`src/rtl/parity_rx.sv`:
```
// Serial-to-parallel parity receiver with a one-entry output buffer; PARITY_RX_ERR_COUNT_EN adds err_count.
// Latency: frame appears on out_valid one cycle after its parity bit. Backpressure: a full, unaccepted buffer drops new frames and sets overrun.
module parity_rx #(
    parameter int DATA_W = 8,
    parameter int ODD    = 0
) (
    input  logic              clock,
    input  logic              reset,
    input  logic              sin_start,
    input  logic              sin_valid,
    input  logic              sin_bit,
    output logic              out_valid,
    input  logic              out_ready,
    output logic [DATA_W-1:0] out_data,
    output logic              out_err,
    output logic              overrun
`ifdef PARITY_RX_ERR_COUNT_EN
    ,
    output logic [7:0]        err_count
`endif
);

    localparam logic ODD_BIT = (ODD != 0);

    typedef enum logic [1:0] {
        IDLE,
        DATA,
        PARITY
    } state_t;

    state_t            state, state_nxt;
    logic [DATA_W-1:0] shift_q, shift_nxt;
    logic [5:0]        cnt_q, cnt_nxt;
    logic              par_q, par_nxt;
    logic              done;
    logic              done_err;
    logic              load;
    logic              drop;

    always_ff @(posedge clock or posedge reset) begin
        if (reset) begin
            state   <= IDLE;
            shift_q <= '0;
            cnt_q   <= '0;
            par_q   <= 1'b0;
        end else begin
            state   <= state_nxt;
            shift_q <= shift_nxt;
            cnt_q   <= cnt_nxt;
            par_q   <= par_nxt;
        end
    end

    // A start bit restarts the frame from any state, so it is handled ahead of the per-state logic.
    always_comb begin
        state_nxt = state;
        shift_nxt = shift_q;
        cnt_nxt   = cnt_q;
        par_nxt   = par_q;
        done      = 1'b0;
        done_err  = par_q ^ sin_bit ^ ODD_BIT;
        if (sin_valid) begin
            if (sin_start) begin
                shift_nxt    = '0;
                shift_nxt[0] = sin_bit;
                cnt_nxt      = 6'd1;
                par_nxt      = sin_bit;
                state_nxt    = DATA;
            end else begin
                case (state)
                    IDLE: begin
                    end
                    DATA: begin
                        for (int i = 0; i < DATA_W; i++) begin
                            if (cnt_q == 6'(i)) shift_nxt[i] = sin_bit;
                        end
                        par_nxt = par_q ^ sin_bit;
                        cnt_nxt = cnt_q + 6'd1;
                        if (cnt_q == 6'(DATA_W - 1)) state_nxt = PARITY;
                    end
                    PARITY: begin
                        done      = 1'b1;
                        cnt_nxt   = 6'd0;
                        par_nxt   = 1'b0;
                        state_nxt = IDLE;
                    end
                    default: state_nxt = IDLE;
                endcase
            end
        end
    end

    assign load = done && (!out_valid || out_ready);
    assign drop = done && out_valid && !out_ready;

    always_ff @(posedge clock or posedge reset) begin
        if (reset) begin
            out_valid <= 1'b0;
            out_data  <= '0;
            out_err   <= 1'b0;
            overrun   <= 1'b0;
        end else begin
            if (load) begin
                out_valid <= 1'b1;
                out_data  <= shift_q;
                out_err   <= done_err;
            end else if (out_valid && out_ready) begin
                out_valid <= 1'b0;
            end
            if (drop) overrun <= 1'b1;
        end
    end

`ifdef PARITY_RX_ERR_COUNT_EN
    // Only frames that reach the buffer are counted; dropped frames are reported via overrun.
    always_ff @(posedge clock or posedge reset) begin
        if (reset) begin
            err_count <= 8'd0;
        end else if (load && done_err && (err_count != 8'hFF)) begin
            err_count <= err_count + 8'd1;
        end
    end
`endif

endmodule

```
`config.mk`:
```
export PLATFORM = sky130hd
export DESIGN_NAME = parity_rx
export DESIGN_NICKNAME = d
export VERILOG_FILES = /design/src/rtl/parity_rx.sv
export SDC_FILE = /design/constraint.sdc
export NUM_CORES = 1
export LEC_CHECK = 0
export CORE_MARGIN = 4
export CORE_UTILIZATION = 25
export DETAILED_ROUTE_END_ITERATION = 8
export HOLD_SLACK_MARGIN = 0.15
export PLACE_DENSITY_LB_ADDON = 0.15
export REMOVE_ABC_BUFFERS = 1
export SLEW_MARGIN = 0
export SYNTH_ARGS = -nofsm -noshare
export SYNTH_HDL_FRONTEND = slang
export SYNTH_SLANG_ARGS = --single-unit
```
`constraint.sdc`:
```
create_clock -name clock -period 1.6 [get_ports clock]
set_clock_uncertainty 0.2 [all_clocks]
set_input_delay 0.32 -clock clock [delete_from_list [all_inputs] [get_ports clock]]
set_output_delay 0.32 -clock clock [all_outputs]
set_load 0.02 [all_outputs]
```
# After elaboration in Yosys (flattened, before gate mapping)
# Index checks and enable logic that the tools add are counted.
[totals] rom_bits=0 latch_bits=0 out_inout_bits=11 inputBits=6 elab_cells=80 ramBits=0 memories=0 regBits=28
[classes] mux=22 eq_ne=11 n_reduce_logical=30 n_addsub=1 mul=0 n_shift=0 bitwise=1 div_mod_pow=0 order_cmp=0
[ops] operator="$reduce_and 3->1" n=9
[ops] operator="$eq 6x3->1 const B" n=4
[ops] operator="$reduce_bool 2->1" n=10
[ops] operator="$mux 8" n=2
[ops] operator="$mux 1" n=14
[ops] operator="$eq 6x2->1 const B" n=2
[ops] operator="$pmux 6 s2" n=1
[ops] operator="$add 6x1->6 const B" n=1
[ops] operator="$eq 6x1->1 const B" n=1
[ops] operator="$logic_not 6->1" n=1
[ops] operator="$mux 6" n=1
[ops] operator="$logic_and 1x1->1" n=4
[ops] operator="$mux 2" n=2
[ops] operator="$pmux 2 s2" n=1
[ops] operator="$ne 3x3->1 const B" n=1
[ops] operator="$reduce_bool 3->1" n=1
[ops] operator="$eq 2x1->1 const B" n=1
[ops] operator="$eq 2x2->1 const B" n=1
[ops] operator="$logic_not 1->1" n=2
[ops] operator="$logic_not 2->1" n=1
[ops] operator="$ne 2x2->1 const B" n=1
[ops] operator="$pmux 1 s2" n=1
[ops] operator="$reduce_and 2->1" n=1
[ops] operator="$logic_or 1x1->1" n=1
[ops] operator="$xor 1x1->1" n=1

# Depth between registers and ports, before layout
[logic_depth] ltp_word=6 ltp_mapped=5 ltp_nobuf=5

# Worst setup path after synthesis
# No wires, ideal clock.
[synth_path] kind="reg-to-reg" startpoint="register cnt_q[2]" endpoint="register shift_q[0]" setup_ps=127 path_stages_with_launch=6 t_arrival_ps=1266 period_less_slack_ps=1593 path_slack_ps=7 path_buffers=1 t_required_ps=1273 cell_sequence="dfrtp_1 > buf_6 > nor4_4 > nand4_1 > nand2_1 > mux2_1"
[synth_between] elab_chain_len=3
[synth_rtl] item="start: declaration" line="33" source="logic [5:0] cnt_q, cnt_nxt;"
[synth_rtl] item="start signal: assignment" line="49" source="cnt_q <= cnt_nxt;"
[synth_rtl] item="$logic_not 6->1" line="75" source="if (cnt_q == 6'(i)) shift_nxt[i] = sin_bit;"
[synth_rtl] item="$reduce_bool 2->1 (no line)"
[synth_rtl] item="$reduce_and 3->1 (no line)"
[synth_rtl] item="end signal: assignment" line="48" source="shift_q <= shift_nxt;"
[synth_rtl] item="end: declaration" line="32" source="logic [DATA_W-1:0] shift_q, shift_nxt;"
# Every way passes these cells.
# A chain may end at the register's enable or synchronous reset.

# Worst setup path after layout
[layout_path] startpoint="register cnt_q[4]" endpoint="register state[0]"
[layout_between] elab_chain_len=3
[layout_rtl] item="$eq 6x3->1" line="79" source="if (cnt_q == 6'(DATA_W - 1)) state_nxt = PARITY;"
[layout_rtl] item="$ne 3x3->1 (no line)"
[layout_rtl] item="$reduce_and 3->1 (no line)"
[layout_rtl] item="end signal: assignment" line="47" source="state <= state_nxt;"
[layout_rtl] item="end: declaration" line="31" source="state_t state, state_nxt;"
# Every way passes these cells.

==> run metrics <==
static leakage between 0.001 and 0.0015 uW; Diodes inserted 0; Yosys reg bits 28; min cycle time layout approximately 1600 ps; status complete, no violations; CTS tree yes; worst skew pair latency around 270 ps; Synth Cell Area between 1500 and 2000 um^2; Max Cap Viol 0; vias per std cell around 4.6; DRT Pass-1 Iters 4; Starting Density 26.3%; global route overflow 0; WL met3 86 um; H-tree levels 1; critical path class reg2reg; I/O Buffers 16; CP Capture Type flip-flop; post-synth cell types 42; pin count of the biggest net entering global routing 29; CP max FO 5; Remaining DRCs 0; clock power share 17.9%; Critical R2R Capture state[0]; initial antenna violation count 0; drt initial violations 43; GRT Total Usage 10.5%; final slew viol count 0; commonest non-fill, non-tap cell in the layout buf_4; final worst setup slack around 24 ps; RSZ-0062 raised after global routing true; Mapped Cells ~150; Post-Place Worst Slack -311 ps; Top FF cell, synth dfrtp_1; Clock Sinks 28; reg2reg path depth 5; Async SR Flop Fraction 100%; die area around 7700 um^2; I/O Pins 17; Power Total about 2400 uW; Pint 1620 uW; YS warnings 0; crit path DAT ~1500 ps; Area Growth Syn to Fin 37.8%; placed instance area slightly above 2000 um^2; relative slew slack around four fifths; Critical Path RT 1570 ps; Die Width roughly 90 um; share of cells above drive strength 1 between 30% and 40%; Seq/Total Area, Yosys roughly 44%; first-pass GRT wire length between 6000 and 7000 um; met2 wire length 1820 um; Die Ht roughly 90 um; min-delay worst type in2async; Worst setup SP type flip-flop; nets ~210; vias in the first global route around 1.3k; Post-synth EDFFs 0; M1 wire length 1800 um; period utilisation layout approximately 100%; FF-to-FF Start cnt_q[4]; Core Footprint 6030 um^2; maximum clock frequency 635 MHz; fin cells around 270; fillers 619; Placer Congestion between 0.7 and 0.8; drt total wl roughly 3700 um; Power Density 1110 nW/um^2; Worst-path clk slew 100 ps; Max Root-Sink Buffers 2; Final setup viols 0; flop-to-flop setup slack approximately 24 ps; most frequent cells in the layout 34 x buf_4, 24 x dfrtp_1, 16 x nand2_1; Gate power share about 43%; via count about 1.2k; syn_area_per_cell approximately 11 um^2; fin util 36.3%; worst-margin pin slew around 320 ps; Top Metal Used met4; maximum VDD drop ~0.55 mV; sequential power share 39.1%; placed cells 264; Final Instance Area ~2200 um^2; Sw Ratio about a third; wire length per cell around 14 um; Final Hold Fails 0; DP Wirelength between 2000 and 3000 um; switching power of the nets roughly 800 uW; CTS Root Cell clkbuf_8; row count 28; CTS Buf Count 3; Final ANT Viol Nets 0
[state kept, by name (all words and copies together), names as in the netlist]
signal	flops
out_data	8
shift_q	8
cnt_q	6
state	2
out_err	1
out_valid	1
overrun	1
par_q	1
[cell type report]
type	count	area, um^2	share of cell area (%)
multi-input combinational	105	861	39.4
sequential	28	706	32.3
timing repair buffer	53	443	20.3
tap	75	93.8	4.30
clock buffer	4	55.1	2.52
inverter	7	26.3	1.20
[through the flow]
step,TNS [ps],hold slack (ps)
after floorplan,-48.3,185
after global placement,-5780,251
after detailed placement,-6000,260
after CTS,-0.322,179
after global routing,-419,194
final,0,177
[power groups by stage]
stage          Combinational (uW)  Sequential [uW]  Clock (uW)
3_3_place_gp                  933              944           0
3_5_place_dp                  941              950           0
6_report                     1040              949         434
5_1_grt                      1160              966         499
2_1_floorplan                 487              969           0
4_1_cts                       994              936         459
[worst max path at each step]
stage,start,to,slack [ps],depth (start not counted)
2_1_floorplan,cnt_q[2],shift_q[0],-9,4
5_1_grt,state[1],shift_q[1],-50,5
3_5_place_dp,sin_valid,out_data[7],-310,4
4_1_cts,cnt_q[5],shift_q[4],-0.3,4
6_report,cnt_q[4],state[0],20,5
3_3_place_gp,sin_valid,out_data[2],-290,4
[routing by layer]
metal / vias up / GRT usage, %
met3: 2 / 2.26
met1: 610 / 13.8
met4: 0 / 0.837
met2: 11 / 18.3
met5: - / 0
li1: 626 / -
[Yosys cell counts, types with 2 or more instances]
library cell / instances / area, um^2
dfrtp_1: 28 / 701
nand2_1: 16 / 60.1
nor2_1: 9 / 33.8
mux2_4: 8 / 120
nand3_1: 8 / 40.0
inv_1: 7 / 26.3
a21oi_1: 6 / 30.0
o21ai_0: 6 / 30.0
o21ai_1: 6 / 30.0
buf_6: 4 / 45.0
ha_1: 4 / 50.1
nand2b_1: 4 / 25.0
nand4_1: 4 / 25.0
buf_2: 3 / 15.0
a211oi_1: 2 / 15.0
and4bb_4: 2 / 32.5
o21a_1: 2 / 15.0
o2bb2ai_1: 2 / 17.5
xnor2_1: 2 / 17.5
xor2_1: 2 / 17.5
[critical path, stage by stage (launching register included)]
cell and delay (ps):
dfrtp_2 460, buf_4 160, nor3b_4 300, a31oi_1 130, o21ai_1 140, nand2_1 80
[cells by family (layout without fill, tap and decap cells)]
logic type / Yosys count / after routing / synth area share (%)
AND/OR/NAND/NOR: 55 / 55 / 22.8
flip-flops: 28 / 28 / 44.2
multiplexers: 10 / 10 / 8.92
buffers and inverters: 14 / 64 / 5.45
adder cells (fa/ha/maj): 4 / 4 / 3.16
XOR/XNOR: 4 / 4 / 2.21
AO/OA/AOI/OAI: 32 / 32 / 13.3
[what timing repair did]
item                       in CTS  in global routing
pin swaps                       4                  2
hold buffers                    0                  0
setup buffers                   2                  2
resized for setup              22                  9
setup endpoints to repair      27                 15
Note: power is estimated with default switching activity, not from simulation.
